==> src/rtl/fetch_pkg.sv <==
// Shared types and constants for the instruction-fetch front end.
// Latency: n/a (declarations only).
// Backpressure: n/a.
package fetch_pkg;

  // Encoding is visible on the fsm_state port; keep values stable.
  typedef enum logic [1:0] {
    ST_WAIT   = 2'd0,
    ST_RUN    = 2'd1,
    ST_HALTED = 2'd2,
    ST_FAULT  = 2'd3
  } fetch_state_e;

  localparam logic [31:0] NOP_INSTR   = 32'h0;
  localparam int unsigned DEF_PC_STEP = 4;

  // IF/ID bundle at the core's native 32-bit width.
  typedef struct packed {
    logic        valid;
    logic [31:0] instr;
    logic [31:0] pc;
    logic [31:0] pc_next;
  } ifid_t;

endpackage

==> src/rtl/fetch_sequencer_ifid_reg.sv <==
// IF/ID pipeline register with flush > load > hold priority.
// Latency: 1 cycle from load to visible outputs.
// Backpressure: holds contents whenever neither flush nor load is asserted.
//
// Ports: clk, rst_n; load/flush controls; instr_d/pc_d/pc_next_d capture data;
//        valid/instr/pc/pc_next registered outputs.
module ifid_reg
  import fetch_pkg::*;
#(
  parameter int ADDR_W  = 32,
  parameter int INSTR_W = 32
) (
  input  logic               clk,
  input  logic               rst_n,
  input  logic               load,
  input  logic               flush,
  input  logic [INSTR_W-1:0] instr_d,
  input  logic [ADDR_W-1:0]  pc_d,
  input  logic [ADDR_W-1:0]  pc_next_d,
  output logic               valid,
  output logic [INSTR_W-1:0] instr,
  output logic [ADDR_W-1:0]  pc,
  output logic [ADDR_W-1:0]  pc_next
);

  // Same layout as fetch_pkg::ifid_t, sized by this instance's parameters.
  typedef struct packed {
    logic               valid;
    logic [INSTR_W-1:0] instr;
    logic [ADDR_W-1:0]  pc;
    logic [ADDR_W-1:0]  pc_next;
  } bundle_t;

  bundle_t q;

  always_ff @(posedge clk or negedge rst_n) begin
    if (!rst_n) begin
      q.valid   <= 1'b0;
      q.instr   <= INSTR_W'(NOP_INSTR);
      q.pc      <= '0;
      q.pc_next <= '0;
    end else if (flush) begin
      // Flush only kills the entry; payload is don't-care once invalid.
      q.valid <= 1'b0;
    end else if (load) begin
      q <= '{valid: 1'b1, instr: instr_d, pc: pc_d, pc_next: pc_next_d};
    end
  end

  assign valid   = q.valid;
  assign instr   = q.instr;
  assign pc      = q.pc;
  assign pc_next = q.pc_next;

endmodule

==> src/rtl/fetch_sequencer.sv <==
// Fetch controller: owns the PC, reads combinational imem, fills IF/ID; optional perf counters via FETCH_PERF_CNT_EN.
// Latency: 1 cycle from pc on imem_addr to the instruction visible in IF/ID.
// Backpressure: id_ready=0 with a live IF/ID entry freezes pc and IF/ID; nothing lost or duplicated.
//
// Ports: clk, rst_n (async active-low); halt_req (level), resume (pulse);
//        branch_taken/branch_target redirect from EXE; imem_addr/imem_rdata
//        instruction memory; ifid_valid/instr/pc/pc_next to decode with
//        id_ready handshake; fsm_state, fault (sticky) status.
//        With FETCH_PERF_CNT_EN: perf_fetch_cnt, perf_bubble_cnt (saturating).
module fetch_sequencer
  import fetch_pkg::*;
#(
  parameter int                ADDR_W    = 32,
  parameter int                INSTR_W   = 32,
  parameter logic [ADDR_W-1:0] RESET_PC  = '0,
  parameter logic [ADDR_W-1:0] PC_STEP   = ADDR_W'(DEF_PC_STEP),
  parameter logic [ADDR_W-1:0] LAST_ADDR = ADDR_W'(228)
) (
  input  logic               clk,
  input  logic               rst_n,
  input  logic               halt_req,
  input  logic               resume,
  input  logic               branch_taken,
  input  logic [ADDR_W-1:0]  branch_target,
  input  logic               id_ready,
  output logic [ADDR_W-1:0]  imem_addr,
  input  logic [INSTR_W-1:0] imem_rdata,
  output logic               ifid_valid,
  output logic [INSTR_W-1:0] ifid_instr,
  output logic [ADDR_W-1:0]  ifid_pc,
  output logic [ADDR_W-1:0]  ifid_pc_next,
  output logic [1:0]         fsm_state,
  output logic               fault
`ifdef FETCH_PERF_CNT_EN
  ,
  output logic [31:0]        perf_fetch_cnt,
  output logic [31:0]        perf_bubble_cnt
`endif
);

  fetch_state_e      state;
  logic [ADDR_W-1:0] pc;
  logic              fault_q;

  logic in_run;
  logic br_ok;
  logic want_load;
  logic bad_pc;
  logic attempt;
  logic cap;
  logic fault_hit;
  logic flush;

  assign in_run    = (state == ST_RUN);
  // Redirects only land while the pipe is live (RUN) or parked (HALTED).
  assign br_ok     = branch_taken && (state == ST_RUN || state == ST_HALTED);
  assign want_load = !ifid_valid || id_ready;
  // Out-of-range or misaligned; the check happens at capture, so a bad
  // branch target or a sequential wrap is caught on the next fetch.
  assign bad_pc    = (pc > LAST_ADDR) || (pc[1:0] != 2'b00);
  // Branch and halt both pre-empt the capture attempt.
  assign attempt   = in_run && !br_ok && !halt_req && want_load;
  assign cap       = attempt && !bad_pc;
  assign fault_hit = attempt && bad_pc;
  // Kill the entry on redirect or fault; otherwise any cycle without a
  // capture lets decode drain a consumed entry.
  assign flush     = br_ok || fault_hit || (!cap && id_ready);

  always_ff @(posedge clk or negedge rst_n) begin
    if (!rst_n) begin
      state   <= ST_WAIT;
      pc      <= RESET_PC;
      fault_q <= 1'b0;
    end else begin
      if (br_ok) begin
        pc <= branch_target;
      end else if (cap) begin
        pc <= pc + PC_STEP;
      end

      case (state)
        ST_WAIT: state <= ST_RUN;
        ST_RUN: begin
          if (!br_ok) begin
            if (halt_req) begin
              state <= ST_HALTED;
            end else if (fault_hit) begin
              state   <= ST_FAULT;
              fault_q <= 1'b1;
            end
          end
        end
        ST_HALTED: begin
          if (resume && !halt_req) begin
            state <= ST_RUN;
          end
        end
        ST_FAULT: state <= ST_FAULT;
        default:  state <= ST_FAULT;
      endcase
    end
  end

  assign imem_addr = pc;
  assign fsm_state = state;
  assign fault     = fault_q;

  ifid_reg #(
    .ADDR_W  (ADDR_W),
    .INSTR_W (INSTR_W)
  ) u_ifid (
    .clk       (clk),
    .rst_n     (rst_n),
    .load      (cap),
    .flush     (flush),
    .instr_d   (imem_rdata),
    .pc_d      (pc),
    .pc_next_d (pc + PC_STEP),
    .valid     (ifid_valid),
    .instr     (ifid_instr),
    .pc        (ifid_pc),
    .pc_next   (ifid_pc_next)
  );

`ifdef FETCH_PERF_CNT_EN
  // Bubble = any RUN cycle without a capture (stall, flush, halt entry, fault).
  always_ff @(posedge clk or negedge rst_n) begin
    if (!rst_n) begin
      perf_fetch_cnt  <= '0;
      perf_bubble_cnt <= '0;
    end else begin
      if (cap && (perf_fetch_cnt != '1)) begin
        perf_fetch_cnt <= perf_fetch_cnt + 32'd1;
      end
      if (in_run && !cap && (perf_bubble_cnt != '1)) begin
        perf_bubble_cnt <= perf_bubble_cnt + 32'd1;
      end
    end
  end
`endif

endmodule
==> config.mk <==
export PLATFORM = sky130hd
export DESIGN_NAME = fetch_sequencer
export DESIGN_NICKNAME = d
export VERILOG_FILES = /design/src/rtl/fetch_pkg.sv /design/src/rtl/fetch_sequencer_ifid_reg.sv /design/src/rtl/fetch_sequencer.sv
export SDC_FILE = /design/constraint.sdc
export NUM_CORES = 1
export LEC_CHECK = 0
export BUFFER_PORTS_ARGS = -buffer_cell sky130_fd_sc_hd__buf_2
export CAP_MARGIN = 20
export CORE_UTILIZATION = 35
export CTS_CLUSTER_SIZE = 8
export DETAILED_ROUTE_END_ITERATION = 6
export PLACE_DENSITY_LB_ADDON = 0.1
export SLEW_MARGIN = 20
export SYNTH_ARGS = -nofsm -noshare
export SYNTH_HDL_FRONTEND = slang
export SYNTH_SLANG_ARGS = --single-unit
==> constraint.sdc <==
create_clock -name clk -period 3.31 [get_ports clk]
set_input_delay 0.331 -clock clk [delete_from_list [all_inputs] [get_ports clk]]
set_output_delay 0.331 -clock clk [all_outputs]
set_load 0.02 [all_outputs]
; ---- Yosys cells after proc, flatten, opt, wreduce, memory -nomap -nowiden
; Cells that the tools add are included.
[totals]
register_bits = 132
output_inout_bits = 132
word_cells = 52
[op_classes]
addsub = 1
magnitude_cmp = 1
eq_ne = 6
mux = 9
bitwise_logic = 3
reduce_logical = 25
[op_table]
columns = cell, count
row1 = $mux W97, 1
row2 = $mux W32, 2
row3 = $add A32 B3 Y32 const B, 1
row4 = $gt A32 B8 Y1 const B, 1
row5 = $logic_and A1 B1 Y1, 8
row6 = $mux W2, 4
row7 = $pmux W2 S4, 1
row8 = $reduce_bool A2 Y1, 3
row9 = $logic_not A1 Y1, 5
row10 = $logic_or A1 B1 Y1, 5
row11 = $eq A2 B2 Y1 const B, 2
row12 = $reduce_and A4 Y1, 1
row13 = $ne A3 B2 Y1 const B, 1
row14 = $not A1 Y1, 3
row15 = $reduce_and A3 Y1, 1
row16 = $eq A2 B1 Y1 const B, 1
row17 = $logic_not A2 Y1, 1
row18 = $ne A2 B1 Y1 const B, 1
row19 = $ne A2 B2 Y1 const B, 1
row20 = $reduce_and A2 Y1, 1
row21 = $mux W1, 1

; ---- Logic depth before layout (Yosys ltp)
; Gate-level depths: netlist of the first run.
[logic_depth]
depth_word = 13
mapped_depth = 8
depth_no_buf = 6

; ---- By module
; From an unflattened synthesis of the first run, not the netlist that was laid out.
[hier_totals]
hier_cells = 477
hier_area_um2 = 6003.3
[modules_own_cells]
columns = mod, n_inst, cells_per_inst, area_each_um2
row1 = ifid_reg, 1, 207, 3811.2
row2 = fetch_sequencer, 1, 270, 2192.1

; ---- Worst setup path after synthesis of the first run
; No wires, ideal clock.
[synth_path]
kind = register -> register
start = register state[0] (netlist: fsm_state[0])
end = register, netlist name u_ifid.instr[10]
setup_time_ns = 0.125
arrival_time_ns = 2.395
required_ns = 3.185
path_slack_ns = 0.790
stages_incl_launch_ff = 8
n_path_buf = 1
path_cell_list = dfrtp_1 -> inv_1 -> ha_1 -> nand2b_1 -> nand3_1 -> nor4_4 -> buf_6 -> mux2_2
[synth_between]
elab_chain_cells = 13
word_cells_on_any_way = 16
cone_classes = eq/ne (2) / bitwise (1) / reduce/logical (13)
[synth_rtl]
columns = item, line_no
row1 = "start, declared", fetch_sequencer.sv:41  ; fetch_state_e state;
row2 = "start signal, assigned", fetch_sequencer.sv:71  ; state <= ST_WAIT;
row3 = "start signal, assigned", fetch_sequencer.sv:82  ; ST_WAIT: state <= ST_RUN;
row4 = "start signal, assigned", fetch_sequencer.sv:86  ; state <= ST_HALTED;
row5 = $eq A2 B1 Y1 or $eq A2 B2 Y1 (tied branches), "fetch_sequencer.sv:54, fetch_sequencer.sv:56"
row6 = $logic_or A1 B1 Y1, fetch_sequencer.sv:56  ; assign br_ok = branch_taken && (state == ST_RUN || state == ST_HALTED);
row7 = $logic_and A1 B1 Y1, fetch_sequencer.sv:56
row8 = $logic_not A1 Y1, n/a
row9 = $logic_and A1 B1 Y1 (3 in a row), fetch_sequencer.sv:62  ; assign attempt = in_run && !br_ok && !halt_req && want_load;
row10 = $logic_and A1 B1 Y1, fetch_sequencer.sv:63  ; assign cap = attempt && !bad_pc;
row11 = $logic_not A1 Y1, fetch_sequencer.sv:67  ; assign flush = br_ok || fault_hit || (!cap && id_ready);
row12 = $logic_and A1 B1 Y1, fetch_sequencer.sv:67
row13 = $logic_or A1 B1 Y1, fetch_sequencer.sv:67
row14 = $not A1 Y1 (no source line), n/a
row15 = $reduce_and A2 Y1 (no source line) (*), n/a
; Every way passes the cells marked *; elsewhere a longest branch is shown, timed or not.
; A chain may end at the register's enable or synchronous reset.

; ---- Worst setup path after layout of the first run
[layout_path]
start = register pc[27] (netlist: imem_addr[27])
end = register, netlist name u_ifid.pc[5]
[layout_between]
elab_chain_cells = 9
word_cells_on_any_way = 11
cone_classes = order compare (1) / bitwise (1) / reduce/logical (9)
[layout_rtl]
columns = item, line_no
row1 = "start, declared", fetch_sequencer.sv:42  ; logic [ADDR_W-1:0] pc;
row2 = "start signal, assigned", fetch_sequencer.sv:76  ; pc <= branch_target;
row3 = "start signal, assigned", fetch_sequencer.sv:78  ; pc <= pc + PC_STEP;
row4 = $gt A32 B8 Y1 (*), fetch_sequencer.sv:60  ; assign bad_pc = (pc > LAST_ADDR) || (pc[1:0] != 2'b00);
row5 = $logic_or A1 B1 Y1 (*), fetch_sequencer.sv:60
row6 = $logic_not A1 Y1, fetch_sequencer.sv:63
row7 = $logic_and A1 B1 Y1, fetch_sequencer.sv:63
row8 = $logic_not A1 Y1, fetch_sequencer.sv:67
row9 = $logic_and A1 B1 Y1, fetch_sequencer.sv:67
row10 = $logic_or A1 B1 Y1, fetch_sequencer.sv:67
row11 = $not A1 Y1 (no source line), n/a
row12 = $reduce_and A2 Y1 (no source line) (*), n/a
; Marked as above.

==> flow_summary_export.csv, run 1 <==
group,metric,value,unit
run_status,status,"completed",
drt,drt_iter0_drc,147,
critical_path,r2r_setup_slack,0.74,ns
timing,finalSetupViolations,0,
drt,routed_wl,11990,um
drt,ant_nets,0,
yosys,synthDistinctLibCells,43,
clock_tree,cts.clk_slew.worst_paths,0.05,ns
cells_and_area,syn_to_final_growth,34.01,%
drt,wl_per_cell,14.84,um
global_routing,grt_use_total,0.1642,
yosys,synth.avg_cell_area,12.67,sq um
critical_path,cp-start-kind,"flip-flop",
timing,fin_setup_tns,0,ns
hold_path,min_path_type,"input pin to flip-flop",
cells_and_area,fillers,1326,
global_routing,grt_overflow_total,0,
critical_path,critPathCaptureType,"flip-flop",
critical_path,path_max_fanout,60,
timing,slew_viol_final,0,
critical_path,required,3.60,ns
power,ir_worst_vdd,0.4895,mV
cells_and_area,fin_area,0.006927,sq mm
critical_path,worstSetupStartpoint,"imem_addr[27]",
clock_tree,clkLatencyLatePin,0.41,ns
power,power_frac_seq,0.414,
placement,post_dp_cell_area,0.006311,sq mm
timing,period_share,0.7751,
clock_tree,cts_made_buffers,17,
critical_path,timing.rr.start,"imem_addr[27]",
drt,drt_pre_antenna_iters,4,
power,internal-power,3387,uW
clock_tree,clkSinkCount,130,
yosys,ys_ff_latch,130,
power,p_switching,1526,uW
yosys,syn_inst,408,
drt,vias,3688,
timing,grt_setup_unrepaired,"false",
timing,fmax,389.8,MHz
placement,place_hpwl,8399,um
yosys,syn-num-nets,484,
placement,io_buffers,201,
die,core-area,0.01448,sq mm
critical_path,worstPathArrival,2.86,ns
clock_tree,cts_tree,"built",
die,pin_count,202,
yosys,ys_warn_count,0,
power,power_frac_comb,0.201,
power,leakage,0.003913,uW
critical_path,critical_path_class,"flip-flop to flip-flop",
flow_run,max-cap-violations,0,
cells_and_area,mostFrequentLayoutCell,"buf_2",
die,chipHeight,123.5,um
global_routing,grt_max_degree,61,
cells_and_area,diodes,0,
placement,gp_congestion,0.7595,
yosys,synth_seq_area_share,0.6294,
timing,skew,0.005522,ns
power,p_sw_frac,0.3106,
die,start_util,0.3570,
timing,worst_slew_pin_slew,0.7006,ns
die,num_rows,44,
drt,drc_errors,0,
cells_and_area,nNetsFinal,687,
timing,slew_headroom,0.5329,
cells_and_area,final_cell_mix,"buf_2, dfrtp_1, nand2_1, and2_1, mux2_2",
critical_path,endpoint,"u_ifid.pc[5]",
power,powerDensity,709.2,mW/mm^2
timing,finalCriticalPeriod,2.565,ns
timing,hold_slack,0.1135,ns
die,die_area,0.01526,sq mm
timing,hold_viol,0,
global_routing,first_global_vias,3630,
drt,vias_per_cell,4.564,
clock_tree,ctsHtreeMaxLevel,4,
clock_tree,clock_path_buffers,2,
yosys,synth_area,0.005169,sq mm
critical_path,r2r_cells,4,
global_routing,grt_pass1_wl,18720,um
power,clockPowerShare,0.385,
critical_path,r2r_end,"u_ifid.pc[5]",
die,die_w,123.5,um
clock_tree,post_cts_buffers,0,
cells_and_area,drive_gt1_frac,0.4551,
global_routing,grt_antenna_before_repair,0,
power,total_power,4913,uW
clock_tree,root_buffer,"clkbuf_16",
-- synthesized netlist by cell type (all sizes together) --
| library cell | count | area, sq um |
|---|---|---|
| a211o | 1 | 8.760 |
| a21oi | 1 | 5.000 |
| a22oi | 1 | 7.510 |
| a31o | 1 | 8.760 |
| a31oi | 2 | 12.51 |
| and2 | 52 | 325.3 |
| and2b | 1 | 7.510 |
| and3 | 2 | 12.51 |
| and4 | 1 | 10.01 |
| buf | 12 | 107.6 |
| clkbuf | 11 | 41.29 |
| dfrtp | 130 | 3253 |
| ha | 6 | 75.07 |
| inv | 5 | 18.77 |
| mux2 | 44 | 521.8 |
| nand2 | 85 | 319.1 |
| nand2b | 8 | 50.05 |
| nand3 | 5 | 25.02 |
| nand4 | 3 | 33.78 |
| nor2 | 4 | 15.01 |
| nor2b | 2 | 12.51 |
| nor4 | 9 | 116.4 |
| o2111a | 1 | 11.26 |
| o2111ai | 1 | 8.760 |
| o211ai | 3 | 22.52 |
| o21ai | 2 | 10.01 |
| o221a | 1 | 11.26 |
| o22ai | 2 | 12.51 |
| o41ai | 3 | 26.28 |
| or3 | 1 | 6.260 |
| or4 | 3 | 26.27 |
| or4bb | 1 | 11.26 |
| xnor2 | 2 | 17.52 |
| xor2 | 2 | 17.52 |
-- timing repair --
action                                 CTS  global route
hold buffers                             1             0
resized for setup                        0             0
setup endpoints to repair                0             0
endpoints found under the hold margin   36             0
-- sequential cells by signal (all words and copies together) (netlist names) --
register        cells
fsm_state           2
u_ifid.pc_next     30
u_ifid.pc          32
u_ifid.instr       32
imem_addr          32
fault               1
u_ifid.valid        1
-- worst min path at each step --
| stage | slack [ns] | cells after the start | start | to |
|---|---|---|---|---|
| detailed placement | 0.42 | 1 | rst_n | u_ifid.instr[7] |
| floorplan | 0.04 | 0 | rst_n | fault |
| global placement | 0.41 | 1 | rst_n | u_ifid.instr[10] |
| CTS | 0.09 | 3 | branch_target[17] | imem_addr[17] |
| global route | 0.11 | 3 | branch_target[29] | imem_addr[29] |
| finish | 0.11 | 3 | branch_target[24] | imem_addr[24] |
-- power by group through the flow --
stage | Sequential, uW | Clock, uW | Combinational (uW)
after floorplan | 2210 | 0 | 439
after global placement | 2040 | 0 | 990
after detailed placement | 2060 | 0 | 1000
after CTS | 2030 | 1950 | 1000
after global routing | 2060 | 2020 | 1100
final | 2030 | 1890 | 988
-- metal layers --
layer	wire length, um	global-route usage	up-vias
met1	5458	0.2173	1745
met3	969	0.05212	21
met5	0	0	-
met2	5321	0.2395	166
li1	-	-	1756
met4	244	0.08584	0
-- area by class of cell --
| cell class | count | area, sq um | share of cell area |
|---|---|---|---|
| Timing Repair Buffer | 207 | 1069 | 0.1543 |
| Sequential cell | 130 | 3253 | 0.4697 |
| Tap cell | 184 | 230.2 | 0.03324 |
| Inverter | 5 | 18.77 | 0.002710 |
| Clock inverter | 10 | 131.4 | 0.01897 |
| Multi-Input combinational cell | 250 | 1750 | 0.2527 |
| Clock buffer | 22 | 474.2 | 0.06846 |
-- critical path: stages (launching register included) --
cell     delay [ns]
dfrtp_1        0.40
nor4_1         0.46
nand3_1        0.38
or4_4          0.81
mux2_4         0.39
-- logic make-up after synthesis --
group                      share of synthesized area
adders and majority gates                    0.01452
and+or+nand+nor                               0.1878
buffers and inverters                        0.03244
xor gates and xnor gates                    0.006779
AOI/OAI and AO/OA                            0.02808
DFF                                           0.6294
muxes                                         0.1009
-- per-stage QoR --
stage | setup slack, ns | utilization | std cells
2_1_floorplan | 0.7902 | - | 408
3_3_place_gp | 0.7766 | 0.4359 | 775
3_5_place_dp | 0.7603 | 0.4359 | 775
4_1_cts | 0.7310 | 0.4784 | 808
5_1_grt | 0.6001 | 0.4784 | 808
6_report | 0.7446 | 0.4784 | 808
No activity file was read; power rests on OpenSTA's default activity.
==> run 2: changes to the inputs <==
- clock period: 3.31 -> 2.2 ns (I/O delays scaled with it)
==> flow_summary_export.csv, run 2 (same netlist as run 1, synthesis figures left out) <==
group,metric,value,unit
timing,grt_setup_unrepaired,"true",
timing,fmax,455.1,MHz
critical_path,critical_path_class,"flip-flop to flip-flop",
timing,slew_viol_final,0,
cells_and_area,finalNonFillerCells,861,
timing,worst_slew_pin_slew,0.6034,ns
global_routing,first_global_vias,3848,
global_routing,grt_overflow_total,0,
placement,place_inst,792,
global_routing,grt_pass1_wl,19810,um
critical_path,slowest_stage,"dfrtp_2",
clock_tree,cts.clk_slew.worst_paths,0.06,ns
critical_path,cp_common_cell,"buf_6",
hold_path,min_path_type,"input pin to flip-flop",
power,p_switching,2420,uW
global_routing,grt_max_degree,63,
timing,period_share,0.9987,
drt,routed_wl,13010,um
cells_and_area,nNetsFinal,740,
cells_and_area,fin_area,0.007706,sq mm
drt,drc_errors,0,
die,die_w,123.5,um
power,leakage,0.004215,uW
critical_path,worst-path-buf-inv,4,
placement,gp_congestion,0.7714,
critical_path,path_cells,"inv_2 > ha_4 > nor2_2 > o2111a_2 > buf_6 > nor4_4 > buf_6 > clkbuf_16 > mux2_2",
clock_tree,clkSinkCount,130,
drt,wl_per_cell,15.11,um
critical_path,path_max_fanout,9,
drt,drt_pre_antenna_iters,6,
cells_and_area,final_cell_mix,"buf_2, dfrtp_1, nand2_1, and2_1",
die,start_util,0.3570,
critical_path,critPathCaptureType,"flip-flop",
power,internal-power,5503,uW
drt,vias_per_cell,4.556,
cells_and_area,mostFrequentLayoutCell,"buf_2",
cells_and_area,syn_to_final_growth,49.09,%
die,die_area,0.01526,sq mm
cells_and_area,diodes,0,
timing,hold_slack,0.03311,ns
critical_path,critPathMaxStageDelay,0.44,ns
cells_and_area,fin_util,0.5322,
drt,ant_nets,0,
global_routing,grt_antenna_before_repair,0,
flow_run,max-cap-violations,0,
power,ir_worst_vdd,0.6009,mV
placement,post_dp_cell_area,0.006518,sq mm
power,p_sw_frac,0.3054,
power,total_power,7922,uW
run_status,status,"completed",
clock_tree,cts_tree,"built",
clock_tree,cts_made_buffers,17,
timing,skew,0.007359,ns
timing,finalCriticalPeriod,2.197,ns
timing,hold_viol,0,
power,power_frac_seq,0.380,
critical_path,required,2.49,ns
drt,drt_iter0_drc,133,
placement,io_buffers,201,
global_routing,grt_use_total,0.1747,
power,powerDensity,1028,mW/mm^2
clock_tree,root_buffer,"clkbuf_16",
placement,place_hpwl,8744,um
power,clockPowerShare,0.387,
die,chipHeight,123.5,um
power,power_frac_comb,0.233,
clock_tree,clock_path_buffers,2,
clock_tree,clkLatencyLatePin,0.41,ns
drt,vias,3923,
clock_tree,ctsHtreeMaxLevel,4,
die,pin_count,202,
timing,slew_headroom,0.5978,
cells_and_area,drive_gt1_frac,0.5037,
die,num_rows,44,
critical_path,cp-start-kind,"flip-flop",
critical_path,worstPathArrival,2.49,ns
die,core-area,0.01448,sq mm
timing,finalSetupViolations,0,
critical_path,path_delay_family,"buffers and inverters",
run 2: cell count changes in the layout (fill, tap and decap cells not counted), moves of 3 or more:
cell           before  now
dfrtp_2             0   10
inv_1               5    1
mux2_4              7   27
buf_12              1    4
dfrtp_1           130  120
buf_4               5   21
mux2_2             32   14
ha_1                6    3
inv_2               0    4
buf_6               0    4
dlygate4sd3_1       1   27
run 2: path summary, 6_finish.rpt:
kind                       cells after the start            endpoint  slack [ns]      startpoint
setup / recovery                               9     u_ifid.instr[1]       0.003    imem_addr[2]
hold / removal                                 2    u_ifid.instr[27]        0.03  imem_rdata[27]
setup reg to reg                               9     u_ifid.instr[1]       0.003    imem_addr[2]
hold reg to reg                                1               fault        0.46           fault
max in group asynchronous                      3       u_ifid.pc[29]        1.18           rst_n
min in group asynchronous                      2  u_ifid.pc_next[28]        0.39           rst_n
run 2: what timing repair did:
action	4_1_cts	5_1_grt
buffers inserted	3	3
hold buffers	27	0
endpoints found under the setup margin	49	95
endpoints found under the hold margin	86	0
pin swaps	2	6
cloned	2	2
resized for setup	3	33
run 2: area by class of cell:
class / count / area [sq um]
fill: 1299 / 6773
sequential: 130 / 3266
multi-input combinational: 250 / 1896
timing repair buffer: 260 / 1647
clock buffer: 18 / 439.2
tap: 184 / 230.2
clock inverter: 14 / 210.2
inverter: 5 / 18.77
run 2: stage by stage:
stage	worst slack [ns]	setup TNS, ns
floorplan	-0.03660	-1.177
detailed placement	-0.03494	-1.013
global route	-0.08816	-2.564
global placement	-0.04440	-1.943
finish	0.002803	0
CTS	0.003095	0
run 2: worst register-to-register path: cells and delay by family (launching register included):
family,cells,cell delay (ns)
AO/OA/AOI/OAI,1,0.29
adder cells (fa/ha/maj),1,0.12
buffers and inverters,4,0.61
flip-flops,1,0.44
multiplexers,1,0.33
AND/OR/NAND/NOR,2,0.31
run 2: power groups by stage:
| stage | clock [uW] | combinational (uW) | sequential, uW |
|---|---|---|---|
| 2_1_floorplan | 0 | 673 | 3340 |
| 3_3_place_gp | 0 | 1730 | 3020 |
| 3_5_place_dp | 0 | 1740 | 3030 |
| 4_1_cts | 3140 | 1790 | 2990 |
| 5_1_grt | 3270 | 2040 | 3050 |
| 6_report | 3060 | 1850 | 3010 |
run 2: layer usage:
layer  GRT usage  part of all wire  wire length (um)
met5           0                 0                 0
met4     0.06777             0.010               130
met3     0.05812             0.068               878
met2      0.2748              0.48              6258
met1      0.2217              0.44              5738
